[src/rtl/mm_sched_if.sv]
// Bundle of requester-side and multiplier-side signals of the matrix-multiply
// job scheduler; the scheduler sits on the slave modport.
interface mm_sched_if #(
  parameter int W = 72
);
  logic         req0;
  logic         req1;
  logic [W-1:0] a0;
  logic [W-1:0] b0;
  logic [W-1:0] a1;
  logic [W-1:0] b1;
  logic         ack0;
  logic         ack1;
  logic         rsp_valid0;
  logic         rsp_valid1;
  logic         rsp_err;
  logic [W-1:0] rsp_c;
  logic         busy;
  logic         mm_reset;
  logic         mm_enable;
  logic [W-1:0] mm_a;
  logic [W-1:0] mm_b;
  logic [W-1:0] mm_c;
  logic         mm_done;

  modport slave (
    input  req0, req1, a0, b0, a1, b1, mm_c, mm_done,
    output ack0, ack1, rsp_valid0, rsp_valid1, rsp_err, rsp_c, busy,
           mm_reset, mm_enable, mm_a, mm_b
  );

  modport master (
    output req0, req1, a0, b0, a1, b1, mm_c, mm_done,
    input  ack0, ack1, rsp_valid0, rsp_valid1, rsp_err, rsp_c, busy,
           mm_reset, mm_enable, mm_a, mm_b
  );
endinterface

[src/rtl/mm_sched.sv]
// Two-requester round-robin scheduler for a 3x3 matrix multiplier: grants a job,
// runs the multiplier with a timeout, and returns the result or an abort.
module mm_sched #(
  parameter int TIMEOUT = 64,
  parameter int W       = 72
) (
  input logic     clk,
  input logic     rst,
  mm_sched_if.slave bus
);
  localparam int CW = $clog2(TIMEOUT) + 1;

  typedef enum logic [1:0] {IDLE, LOAD, RUN, RESP} state_t;

  state_t        state_q, state_d;
  logic          owner_q, owner_d;   // 1: current job belongs to requester 1
  logic          rr_q, rr_d;         // 1: requester 1 wins the next tie
  logic [CW-1:0] cnt_q, cnt_d;
  logic          ack0_q, ack0_d, ack1_q, ack1_d;
  logic          rsp_valid0_q, rsp_valid0_d, rsp_valid1_q, rsp_valid1_d;
  logic          rsp_err_q, rsp_err_d;
  logic [W-1:0]  rsp_c_q, rsp_c_d;
  logic          mm_reset_q, mm_reset_d;
  logic          mm_enable_q, mm_enable_d;
  logic [W-1:0]  mm_a_q, mm_a_d, mm_b_q, mm_b_d;
  logic          grant;

  assign bus.ack0       = ack0_q;
  assign bus.ack1       = ack1_q;
  assign bus.rsp_valid0 = rsp_valid0_q;
  assign bus.rsp_valid1 = rsp_valid1_q;
  assign bus.rsp_err    = rsp_err_q;
  assign bus.rsp_c      = rsp_c_q;
  assign bus.busy       = (state_q != IDLE);
  assign bus.mm_reset   = mm_reset_q;
  assign bus.mm_enable  = mm_enable_q;
  assign bus.mm_a       = mm_a_q;
  assign bus.mm_b       = mm_b_q;

  always_comb begin
    // NOTE: every signal gets a default before the case so no path leaves one unassigned and infers a latch.
    state_d      = state_q;
    owner_d      = owner_q;
    rr_d         = rr_q;
    cnt_d        = cnt_q;
    ack0_d       = 1'b0;
    ack1_d       = 1'b0;
    rsp_valid0_d = 1'b0;
    rsp_valid1_d = 1'b0;
    rsp_err_d    = rsp_err_q;
    rsp_c_d      = rsp_c_q;
    mm_reset_d   = mm_reset_q;
    mm_enable_d  = mm_enable_q;
    mm_a_d       = mm_a_q;
    mm_b_d       = mm_b_q;
    grant        = 1'b0;

    unique case (state_q)
      IDLE: begin
        if (bus.req0 || bus.req1) begin
          grant      = (bus.req0 && bus.req1) ? rr_q : bus.req1;
          ack0_d     = ~grant;
          ack1_d     = grant;
          owner_d    = grant;
          rr_d       = ~grant;
          mm_a_d     = grant ? bus.a1 : bus.a0;
          mm_b_d     = grant ? bus.b1 : bus.b0;
          mm_reset_d = 1'b1;
          state_d    = LOAD;
        end
      end
      LOAD: begin
        mm_reset_d  = 1'b0;
        mm_enable_d = 1'b1;
        cnt_d       = '0;
        state_d     = RUN;
      end
      RUN: begin
        // A completion on the final allowed cycle still counts as a good result.
        if (bus.mm_done) begin
          rsp_c_d      = bus.mm_c;
          rsp_valid0_d = ~owner_q;
          rsp_valid1_d = owner_q;
          rsp_err_d    = 1'b0;
          mm_enable_d  = 1'b0;
          state_d      = RESP;
        end else if (cnt_q == CW'(TIMEOUT - 1)) begin
          rsp_c_d      = '0;
          rsp_valid0_d = ~owner_q;
          rsp_valid1_d = owner_q;
          rsp_err_d    = 1'b1;
          mm_enable_d  = 1'b0;
          mm_reset_d   = 1'b1;
          state_d      = RESP;
        end else begin
          cnt_d = cnt_q + 1'b1;
        end
      end
      RESP: begin
        rsp_err_d  = 1'b0;
        mm_reset_d = 1'b0;
        state_d    = IDLE;
      end
      default: state_d = IDLE;
    endcase
  end

  // NOTE: state registers use non-blocking assignments so every flop samples pre-edge values.
  always_ff @(posedge clk or posedge rst) begin
    if (rst) begin
      state_q      <= IDLE;
      owner_q      <= 1'b0;
      rr_q         <= 1'b0;
      cnt_q        <= '0;
      ack0_q       <= 1'b0;
      ack1_q       <= 1'b0;
      rsp_valid0_q <= 1'b0;
      rsp_valid1_q <= 1'b0;
      rsp_err_q    <= 1'b0;
      rsp_c_q      <= '0;
      mm_reset_q   <= 1'b1;
      mm_enable_q  <= 1'b0;
      mm_a_q       <= '0;
      mm_b_q       <= '0;
    end else begin
      state_q      <= state_d;
      owner_q      <= owner_d;
      rr_q         <= rr_d;
      cnt_q        <= cnt_d;
      ack0_q       <= ack0_d;
      ack1_q       <= ack1_d;
      rsp_valid0_q <= rsp_valid0_d;
      rsp_valid1_q <= rsp_valid1_d;
      rsp_err_q    <= rsp_err_d;
      rsp_c_q      <= rsp_c_d;
      mm_reset_q   <= mm_reset_d;
      mm_enable_q  <= mm_enable_d;
      mm_a_q       <= mm_a_d;
      mm_b_q       <= mm_b_d;
    end
  end
endmodule

[src/flat_wrapper.sv]
// flat-port wrapper written by rule: the top's interface ports become plain ports
module mm_sched_flat 
#(
  parameter int TIMEOUT = 64,
  parameter int W       = 72
)
  (clk, rst, bus_req0, bus_req1, bus_a0, bus_b0, bus_a1, bus_b1, bus_mm_c, bus_mm_done, bus_ack0, bus_ack1, bus_rsp_valid0, bus_rsp_valid1, bus_rsp_err, bus_rsp_c, bus_busy, bus_mm_reset, bus_mm_enable, bus_mm_a, bus_mm_b);
  mm_sched_if #(.W(W)) bus_i ();
  input logic clk;
  input logic rst;
  input wire logic [$bits(bus_i.req0)-1:0] bus_req0;
  input wire logic [$bits(bus_i.req1)-1:0] bus_req1;
  input wire logic [$bits(bus_i.a0)-1:0] bus_a0;
  input wire logic [$bits(bus_i.b0)-1:0] bus_b0;
  input wire logic [$bits(bus_i.a1)-1:0] bus_a1;
  input wire logic [$bits(bus_i.b1)-1:0] bus_b1;
  input wire logic [$bits(bus_i.mm_c)-1:0] bus_mm_c;
  input wire logic [$bits(bus_i.mm_done)-1:0] bus_mm_done;
  output wire logic [$bits(bus_i.ack0)-1:0] bus_ack0;
  output wire logic [$bits(bus_i.ack1)-1:0] bus_ack1;
  output wire logic [$bits(bus_i.rsp_valid0)-1:0] bus_rsp_valid0;
  output wire logic [$bits(bus_i.rsp_valid1)-1:0] bus_rsp_valid1;
  output wire logic [$bits(bus_i.rsp_err)-1:0] bus_rsp_err;
  output wire logic [$bits(bus_i.rsp_c)-1:0] bus_rsp_c;
  output wire logic [$bits(bus_i.busy)-1:0] bus_busy;
  output wire logic [$bits(bus_i.mm_reset)-1:0] bus_mm_reset;
  output wire logic [$bits(bus_i.mm_enable)-1:0] bus_mm_enable;
  output wire logic [$bits(bus_i.mm_a)-1:0] bus_mm_a;
  output wire logic [$bits(bus_i.mm_b)-1:0] bus_mm_b;
  assign bus_i.req0 = bus_req0;
  assign bus_i.req1 = bus_req1;
  assign bus_i.a0 = bus_a0;
  assign bus_i.b0 = bus_b0;
  assign bus_i.a1 = bus_a1;
  assign bus_i.b1 = bus_b1;
  assign bus_i.mm_c = bus_mm_c;
  assign bus_i.mm_done = bus_mm_done;
  assign bus_ack0 = bus_i.ack0;
  assign bus_ack1 = bus_i.ack1;
  assign bus_rsp_valid0 = bus_i.rsp_valid0;
  assign bus_rsp_valid1 = bus_i.rsp_valid1;
  assign bus_rsp_err = bus_i.rsp_err;
  assign bus_rsp_c = bus_i.rsp_c;
  assign bus_busy = bus_i.busy;
  assign bus_mm_reset = bus_i.mm_reset;
  assign bus_mm_enable = bus_i.mm_enable;
  assign bus_mm_a = bus_i.mm_a;
  assign bus_mm_b = bus_i.mm_b;
  mm_sched #(.TIMEOUT(TIMEOUT), .W(W)) u_core (.clk(clk), .rst(rst), .bus(bus_i));
endmodule
[config.mk]
export PLATFORM = sky130hd
export DESIGN_NAME = mm_sched_flat
export DESIGN_NICKNAME = d
export VERILOG_FILES = /design/src/rtl/mm_sched_if.sv /design/src/rtl/mm_sched.sv /design/src/flat_wrapper.sv
export SDC_FILE = /design/constraint.sdc
export NUM_CORES = 1
export LEC_CHECK = 0
export CORE_AREA = 2 2 230 232
export CTS_CLUSTER_DIAMETER = 150
export DETAILED_ROUTE_END_ITERATION = 7
export DIE_AREA = 0 0 232 234
export PLACE_DENSITY = 0.56
export SETUP_SLACK_MARGIN = 0.4
export SLEW_MARGIN = 20
export SYNTH_ARGS = -nofsm -noshare
export SYNTH_HDL_FRONTEND = slang
export SYNTH_SLANG_ARGS = --single-unit
export TNS_END_PERCENT = 10
[constraint.sdc]
create_clock -name clk -period 14.75 [get_ports clk]
set_clock_uncertainty 0.15 [all_clocks]
set_input_delay 4.425 -clock clk [delete_from_list [all_inputs] [get_ports clk]]
set_output_delay 4.425 -clock clk [all_outputs]
set_load 0.05 [all_outputs]
-- Word level (Yosys, flattened, before mapping)
Cells that the tools add are included.
- add/sub/neg operators: 1
- multiply operators: 0
- divide/modulo/power cells: 0
- order comparisons: 0
- equal/unequal tests: 9
- shift-type cells: 0
- multiplexer cells: 31
- bitwise operators: 2
- reduce and logical (&&, ||, !) cells: 15
- operator list (operator ; count):
    two-way mux 72 bit ; 4
    two-way mux 1 bit ; 17
    two-way mux 7 bit ; 2
    case mux 7 bit (2 select lines) ; 1
    AND reduction 2 bit ; 5
    case mux 2 bit (4 select lines) ; 1
    nonzero test 2 bit ; 4
    adder 7 x 1 -> 7 bit (second input constant) ; 1
    equality test 7 x 6 -> 1 bit (second input constant) ; 1
    two-way mux 2 bit ; 3
    AND reduction 3 bit ; 2
    equality test 2 bit (second input constant) ; 2
    != test 2 x 1 -> 1 bit (second input constant) ; 2
    != test 2 bit (second input constant) ; 2
    case mux 1 bit (2 select lines) ; 2
    != test 3 x 2 -> 1 bit (second input constant) ; 1
    case mux 1 bit (3 select lines) ; 1
    equality test 2 x 1 -> 1 bit (second input constant) ; 1
    zero test 2 bit ; 1
    NOT 1 bit ; 2
    OR reduction 2 bit ; 1
    logical AND 1 bit ; 1
    logical OR 1 bit ; 1
- register bits after elaboration: 234
- latch bits: 0
- RAM bits: 0
- memory bits (read-only): 0
- output and inout port bits: 224
- logic and storage cells: 72
- memories: 0

-- Depth between registers and ports, before layout
Gate-level depths: netlist (run 1).
- depth in word-level cells: 5
- gate-level depth with buffers: 8
- depth with buffers taken out: 6

-- Worst setup path after synthesis (run 1)
No wires, ideal clock.
- path type: input to register
- start: input port bus_req0
- end: register u_core.mm_a_q[0] (netlist: u_core.bus.mm_a[0])
- setup time: 0.118 ns
- arrival time: 5.328 ns
- required time: 14.482 ns
- slack: 9.154 ns
- cell stages on the path: 7
- path buffers: 3
- cell sequence: inv_2 > o21ai_1 > buf_2 > nor2_1 > buf_2 > buf_2 > a21o_1
- word-level cells in the longest chain between the ends: 3
- elaborated cells between the ends (all ways): 5
- those cells by class: mux: 2; reduce/logical: 3
- RTL lines (item ; line ; text):
    from (decl) ; flat_wrapper.sv:11 ; input wire logic [$bits(bus_i.req0)-1:0] bus_req0;
    logical AND 1 bit ; mm_sched.sv:61 ; grant = (bus.req0 && bus.req1) ? rr_q : bus.req1;
    two-way mux 1 bit ; mm_sched.sv:61 ;
    two-way mux 72 bit ; mm_sched.sv:66 ; mm_a_d = grant ? bus.a1 : bus.a0;
    to (signal assigned) ; mm_sched.sv:138 ; mm_a_q <= mm_a_d;
    to (decl) ; mm_sched.sv:25 ; logic [W-1:0] mm_a_q, mm_a_d, mm_b_q, mm_b_d;
Several ways; a longest one is shown, not always the timed one.
A chain may end at the register's enable or synchronous reset.

-- Worst setup path after layout (run 1)
- start: register u_core.state_q[0]
- end: output port bus_busy
- word-level cells in the longest chain between the ends: 1
- RTL lines (item ; line ; text):
    from (decl) ; mm_sched.sv:15 ; state_t state_q, state_d;
    from (signal assigned) ; mm_sched.sv:126 ; state_q <= state_d;
    nonzero test 2 bit ; mm_sched.sv:34 ; assign bus.busy = (state_q != IDLE);
    to (decl) ; flat_wrapper.sv:25 ; output wire logic [$bits(bus_i.busy)-1:0] bus_busy;
No other way between the ends.

==> impl_metrics.toml, run 1 <==
[global_route]
grt_pass1_vias = 9166
grt_usage = 0.128
grt_pass1_wl_microns = 54600
overflow = 0
antenna_found_initial = 1
grt_max_degree = 111

[status]
outcome = "finished clean"

[setup_path]
reg2reg_slack_ns = 12.22
reg2reg_from = "u_core.state_q[0]"
cpMaxStageDelayCell = "clkdlybuf4s50_1"
path_cells = "inv_1, ha_1, inv_2, clkdlybuf4s50_1"
critPathLaunchType = "register"
cpPeakStageDelay_ns = 0.83
crit_path_end_kind = "output pin"
regToRegEndpoint = "u_core.bus.mm_a[48]"
required_ns = 10.18
worst_ep_arrival_time_ns = 2.29
crit_type = "register to output pin"
cp_max_fo = 4
reg2reg_depth = 6

[die]
die-area_sq_um = 54300
ioPinCount = 589
fp.dieH_microns = 234
dieWidth_microns = 232
initial_core_util = 0.187
rows = 84
coreArea_sq_um = 52000

[synthesis]
synth_top_cell_by_area = "dfrtp_1"
ys.flop_type = "dfrtp_1"
ys_top_cells_by_area = "dfrtp_1, a22o_1, a21o_1"
synth_top_area_frac = 0.598
syn_area_sq_um = 9750
synthArstFlopShare = 1.00
synth_edf_count = 0
syn_nets = 1136
yosys_warnings = 0
ys_top_cells_by_count = "dfrtp_1, a22o_1, a21o_1"
synth.avg_cell_area_sq_um = 12.7
synth_cells = 766
ys_ff_latch = 234
ys_seq_area_frac = 0.601
yosysMostFrequentCell = "dfrtp_1"
synthDistinctLibCells = 40

[clocking]
clk_latency_ns = 0.56
ctsHoldBuffers = 0
cts_buffers = 29
cts_tree = "built"
cts_resized = 0
h-tree-depth = 1
clock-sinks = 234
path_clk_slew_ns = 0.06
cts_setup_buffers = 0
cts_buffer_depth = 3
clock-root-buffer = "clkbuf_16"

[job]
drv_cap = 0

[placed_design]
dpl.hpwl_microns = 27000
gp_congestion = 0.755
io_buffers = 588
place_area_sq_um = 16300
placedCellCount = 1987

[final_layout]
design_area_sq_um = 17400
drive_above_1_share = 0.0562
n_antenna_cell = 0
finalNonFillerCells = 2040
area_growth_pct = 78.1
fillers = 5257
multi_input_area_sq_um = 3540
seq_area_sq_um = 5860
nets = 1700

[detailed_routing]
drt_iter0_drc = 363
ant_nets = 0
wl_per_cell_microns = 18.3
totalWireLength_microns = 37400
first_pass_iters = 4
num_vias = 8737
drcViolationCount = 0
viasPerCell = 4.28

[timing]
finalSetupViolCount = 0
slew_viol_final = 0
min_period_ns = 6.86
max_freq_mhz = 146
min_period_over_period = 0.465
rsz0062_at_grt = "false"
hold_viol_final = 0
holdWs_ns = 0.318
setup_tns_ns = 0
tightest_slew_ns = 0.932
slew_headroom = 0.379

[pwr]
power.density_nw_per_um2 = 254
power_leakage_nw = 8.08
ir_drop_uv = 152
p_total_mw = 4.41

[hold_path]
hp-class = "register to register"
hold_depth = 1
hold_start = "u_core.owner_q"
min_to = "u_core.bus.rsp_valid0"
[metal layers]
| layer | up-vias | part of all wire | global-route usage |
|---|---|---|---|
| met5 | - | 0.00035 | 0 |
| met4 | 2 | 0.023 | 0.0367 |
| met3 | 49 | 0.099 | 0.0422 |
| met2 | 412 | 0.49 | 0.221 |
| met1 | 4270 | 0.38 | 0.150 |
| li1 | 4004 | - | - |
[power by group]
part | leakage [nW] | switching [mW] | internal [mW]
combinational | 4.63 | 1.57 | 0.924
sequential | 2.92 | 0.181 | 0.943
clock | 0.534 | 0.293 | 0.505
total | 8.08 | 2.04 | 2.37
[kinds of logic after synthesis]
kind of cell | synth area share
buffers and inverters | 0.0399
and+or+nand+nor | 0.0284
adders and majority gates | 0.00642
AOI/OAI and AO/OA | 0.287
DFF | 0.601
muxes | 0.0371
[cell type report]
| type | instances | share of cell area |
|---|---|---|
| clock buffer | 38 | 0.0484 |
| clock inverter | 15 | 0.0140 |
| inverter | 10 | 0.00260 |
| multi-input combinational | 456 | 0.204 |
| sequential | 234 | 0.337 |
| tap | 688 | 0.0496 |
| timing repair buffer | 599 | 0.344 |
[flip-flops by register name (all words and copies together) (netlist names)]
signal	flops
u_core.bus.mm_a	72
u_core.bus.mm_b	72
u_core.bus.rsp_c	72
u_core.cnt_q	7
u_core.state_q	2
u_core.bus.ack0	1
u_core.bus.ack1	1
u_core.bus.mm_enable	1
u_core.bus.mm_reset	1
u_core.bus.rsp_err	1
u_core.bus.rsp_valid0	1
u_core.bus.rsp_valid1	1
u_core.owner_q	1
u_core.rr_q	1
[critical path, delay by kind of cell (launching register included)]
| kind | cells | cell delay, ns |
|---|---|---|
| buf+inv | 3 | 1.06 |
| fa+ha+maj | 1 | 0.27 |
| flops | 1 | 0.40 |
[how the worst max path moves through the flow]
stage | start | to | slack (ns) | cells after the start
2_1_floorplan | rst | u_core.bus.ack0 | 3.76 | 1
3_3_place_gp | bus_req1 | u_core.bus.mm_a[18] | 7.65 | 5
3_5_place_dp | bus_req1 | u_core.bus.mm_a[48] | 7.59 | 5
4_1_cts | u_core.state_q[0] | bus_busy | 7.81 | 4
5_1_grt | u_core.state_q[1] | bus_busy | 7.78 | 4
6_report | u_core.state_q[0] | bus_busy | 7.89 | 4
[placed cells by master, fill, tap and decap left out, types with 3 or more instances in the layout]
cell type,Yosys,routed
clkdlybuf4s50_1,0,588
dfrtp_1,233,233
a22o_1,182,182
a21o_1,113,113
nand2_1,42,42
o21ai_0,37,37
mux2i_1,35,35
clkbuf_16,0,29
buf_4,3,11
clkbuf_8,0,8
inv_1,8,7
bufinv_16,0,6
nor2_1,6,5
ha_1,5,5
a21oi_1,4,4
clkinv_2,0,4
o21ai_4,0,3
[per-stage QoR]
stage | utilization | setup WS (ns)
finish | 0.334 | 7.89
global route | 0.334 | 7.78
CTS | 0.334 | 7.81
detailed placement | 0.313 | 7.59
global placement | 0.313 | 7.65
floorplan | - | 3.76
No activity file was read; power rests on OpenSTA's default activity.
==> inputs of run 2 (changes only) <==
Settings changed: CORE_AREA 2 2 230 232 to 2 2 232 234, DIE_AREA 0 0 232 234 to 0 0 234 236.
Clock period 14.75 ns to 7.2 ns, I/O delays scaled along.
==> run 2 against run 1 <==
Count of clock-buffer cells in the layout grew 11. Non-clock buffer count shrank 1. Largest cell class unchanged. Via count shrank 0.69%. Setup slack lost 5.3 ns. Largest power group unchanged. Critical path type unchanged.
==> impl_metrics.toml, run 2 (same netlist as run 1, synthesis figures left out) <==
[clocking]
clock-sinks = 234
cts_buffer_depth = 3
cts_resized = 0
h-tree-depth = 1
cts_setup_buffers = 0
clk_latency_ns = 0.55
ctsHoldBuffers = 0
cts_tree = "built"
cts_buffers = 28
path_clk_slew_ns = 0.06
clock-root-buffer = "clkbuf_16"

[setup_path]
worst_ep_arrival_time_ns = 2.27
crit_type = "register to output pin"
path_cells = "inv_1, ha_1, inv_2, clkdlybuf4s50_1"
crit_family = "buffers and inverters"
cp_max_fo = 4
cpPeakStageDelay_ns = 0.83
cpMaxStageDelayCell = "clkdlybuf4s50_1"
cp_num_buf_inv = 3
required_ns = 4.89
critPathLaunchType = "register"
crit_path_end_kind = "output pin"

[pwr]
seqPwrFrac = 0.260
switchingPower_mw = 4.14
p_clk_frac = 0.166
p_total_mw = 8.89
power.density_nw_per_um2 = 514
ir_drop_uv = 282
power_leakage_nw = 8.03
switching_share = 0.466
power_frac_comb = 0.574
p_int_mw = 4.75

[job]
drv_cap = 0

[timing]
finalSetupViolCount = 0
slew_viol_final = 0
min_period_over_period = 0.636
max_freq_mhz = 218
min_period_ns = 4.58
slew_headroom = 0.391
setup_tns_ns = 0
hold_viol_final = 0
layout_setup_ws_ns = 2.62
tightest_slew_ns = 0.913
rsz0062_at_grt = "false"

[die]
coreArea_sq_um = 53100
ioPinCount = 589
die-area_sq_um = 55200
rows = 85
initial_core_util = 0.184
fp.dieH_microns = 236
dieWidth_microns = 234

[final_layout]
drive_above_1_share = 0.0489
final_util = 0.326
final_common_cell = "clkdlybuf4s50_1"
layout_common_cells = "clkdlybuf4s50_1, dfrtp_1, a22o_1"
n_antenna_cell = 0
nets = 1698
multi_input_area_sq_um = 3540
fillers = 5355
seq_area_sq_um = 5860
area_growth_pct = 77.4
design_area_sq_um = 17300

[detailed_routing]
ant_nets = 0
viasPerCell = 4.24
wl_per_cell_microns = 17.9
num_vias = 8677
totalWireLength_microns = 36600
first_pass_iters = 4
drcViolationCount = 0
drt_iter0_drc = 297

[placed_design]
gp_congestion = 0.801
place_area_sq_um = 16300
dpl.hpwl_microns = 25900
dp_slack_ns = 2.62
io_buffers = 588

[status]
outcome = "finished clean"

[global_route]
grt_usage = 0.124
grt_pass1_vias = 9012
grt_pass1_wl_microns = 53600
overflow = 0
grt_max_degree = 181
antenna_found_initial = 0

[hold_path]
hp-class = "register to register"
## run 2: changes by cell type in the layout (fill, tap and decap cells not counted), sizes merged
cell / delta
clkbuf: +11
clkinv: -5
bufinv: -4
inv: -3
buf: -1
## run 2: area by class of cell
type                            instances  area share
Inverter                               10     0.00239
Clock buffer                           49      0.0527
Sequential cell                       234       0.339
Timing Repair Buffer                  598       0.347
Clock inverter                          3     0.00376
Multi-Input combinational cell        456       0.205
Tap cell                              696      0.0504
## run 2: worst paths after layout
check                      slack [ns]                    end  cells after the start               from
setup / recovery                 2.62               bus_busy                      4  u_core.state_q[0]
hold / removal                   0.30  u_core.bus.rsp_valid0                      1     u_core.owner_q
setup reg to reg                 4.70   u_core.bus.rsp_c[61]                      5  u_core.state_q[0]
hold reg to reg                  0.30  u_core.bus.rsp_valid0                      1     u_core.owner_q
max in group asynchronous        4.22   u_core.bus.rsp_c[67]                      3                rst
min in group asynchronous        1.72        u_core.bus.ack1                      2                rst
## run 2: metal layers
layer | share of wire | vias to the layer above | GRT usage
li1 | - | 4007 | -
met1 | 0.40 | 4220 | 0.146
met2 | 0.48 | 391 | 0.213
met3 | 0.099 | 59 | 0.0393
met4 | 0.028 | 0 | 0.0399
met5 | 0 | - | 0
## run 2: power groups by stage
stage               Clock (mW)  Combinational [mW]  Sequential (mW)
floorplan                    0                1.33             4.30
global placement             0                5.09             2.31
detailed placement           0                5.14             2.30
CTS                       1.53                5.15             2.31
global route              1.58                5.36             2.38
finish                    1.48                5.10             2.31
## run 2: through the flow
stage                     cells  hold slack, ns
after floorplan             766           0.274
after global placement     1994           0.286
after detailed placement   1994           0.291
after CTS                  2046           0.299
after global routing       2046           0.320
final                      2046           0.299
==> inputs of run 3 (changes only) <==
Clock period 7.2 ns to 4.3 ns, I/O delays scaled along.
==> run 3 against run 2 <==
Non-clock buffer count grew 12. Sequential share of layout area shrank 0.32 points. Setup slack worse by 2.0 ns. Register-to-register slack worse by 2.9 ns. Clock power grew 68%. Combinational power increased by 69%. Highest routed layer unchanged. Routed wire length rose by 0.82%. Largest power group unchanged. Critical endpoint unchanged. Global-route usage is 0.15 points higher. Via count up 0.50%.
==> impl_metrics.toml, run 3 (same netlist as run 1, synthesis figures left out) <==
[detailed_routing]
totalWireLength_microns = 36900
ant_nets = 0
drcViolationCount = 0
first_pass_iters = 5
num_vias = 8720
viasPerCell = 4.24
wl_per_cell_microns = 18.0
drt_iter0_drc = 349

[final_layout]
seq_area_sq_um = 5860
n_antenna_cell = 0
fillers = 5352
nets = 1710
layout_common_cells = "clkdlybuf4s50_1, dfrtp_1, a22o_1"
area_growth_pct = 79.0
multi_input_area_sq_um = 3540
design_area_sq_um = 17400
finalNonFillerCells = 2057
drive_above_1_share = 0.0595
final_common_cell = "clkdlybuf4s50_1"

[status]
outcome = "finished clean"

[clocking]
ctsHoldBuffers = 0
clock-root-buffer = "clkbuf_16"
cts_tree = "built"
cts_setup_buffers = 0
cts_buffers = 28
clk_latency_ns = 0.55
path_clk_slew_ns = 0.06
cts_resized = 0
cts_buffer_depth = 3
h-tree-depth = 1
clock-sinks = 234

[global_route]
grt_util_met2 = 0.219
use_met1 = 0.150
overflow = 0
grt_pass1_vias = 9119
grt_usage = 0.126
gr-max-usage-layer = "met2"
grtUsageMet3 = 0.0398
grt_pass1_wl_microns = 54300
grt_max_degree = 84
antenna_found_initial = 0

[setup_path]
reg2reg_from = "u_core.state_q[0]"
cp_max_fo = 4
reg2reg_slack_ns = 1.77
crit_path_end_kind = "output pin"
required_ns = 2.86
reg2reg_depth = 6
worst_ep_arrival_time_ns = 2.28
regToRegEndpoint = "u_core.bus.rsp_c[63]"
crit_type = "register to output pin"
critPathLaunchType = "register"

[timing]
max_freq_mhz = 269
finalSetupViolCount = 0
slew_headroom = 0.332
min_period_ns = 3.72
slew_viol_final = 0
rsz0062_at_grt = "false"
min_period_over_period = 0.865
hold_viol_final = 0
tightest_slew_ns = 1.00

[hold_path]
min_to = "u_core.bus.rsp_valid0"
hp-class = "register to register"
hold_start = "u_core.owner_q"
hold_depth = 1

[placed_design]
place_area_sq_um = 16500
io_buffers = 588
placedCellCount = 2006
dpl.hpwl_microns = 26500
gp_congestion = 0.805

[pwr]
power.density_nw_per_um2 = 858
ir_drop_uv = 405
power_leakage_nw = 8.11
p_total_mw = 15.0

[die]
ioPinCount = 589
die-area_sq_um = 55200
rows = 85
fp.dieH_microns = 236
coreArea_sq_um = 53100
initial_core_util = 0.184
dieWidth_microns = 234

[job]
drv_cap = 0
## run 3: cell count changes in the layout (fill, tap and decap cells not counted), moves of 2 or more
| cell | change |
|---|---|
| clkinv_2 | +2 |
| buf_12 | +6 |
| buf_4 | +6 |
| clkbuf_1 | -4 |
## run 3: through the flow
stage                     setup TNS, ns  hold slack (ns)   util  setup slack [ns]
after CTS                             0            0.313  0.329             0.527
final                                 0            0.313  0.329             0.583
after global placement                0            0.297  0.310             0.659
after detailed placement              0            0.300  0.310             0.623
after global routing                  0            0.338  0.329             0.466
after floorplan                  -47.32            0.274      -            -0.203
## run 3: how the worst max path moves through the flow
stage / start / endpoint / slack (ns)
3_5_place_dp: bus_mm_done / u_core.bus.rsp_c[66] / 0.62
5_1_grt: u_core.state_q[0] / bus_busy / 0.47
2_1_floorplan: rst / u_core.bus.ack0 / -0.20
6_report: u_core.state_q[0] / bus_busy / 0.58
4_1_cts: u_core.state_q[0] / bus_busy / 0.53
3_3_place_gp: bus_mm_done / u_core.bus.rsp_c[63] / 0.66
## run 3: final cells by class
type,count,area share
clock inverter,7,0.00523
multi-input combinational,456,0.203
sequential,234,0.336
clock buffer,44,0.0506
inverter,10,0.00237
timing repair buffer,610,0.353
tap,696,0.0499
## run 3: critical path, cell delays in order (launching register included)
cell and delay, ns:
dfrtp_1 0.39, inv_1 0.08, ha_1 0.26, inv_2 0.14
clkdlybuf4s50_1 0.85
## run 3: power by group
group	leakage (nW)	internal [mW]	switching (mW)
registers	2.92	3.24	0.620
clock network	0.479	1.52	0.966
logic	4.71	3.25	5.38
total	8.11	8.00	6.97
## run 3: per-layer routing
metal	up-vias	wire length (microns)
met5	-	0
met4	0	626
met3	44	3610
met2	401	18100
met1	4245	14600
li1	4030	-
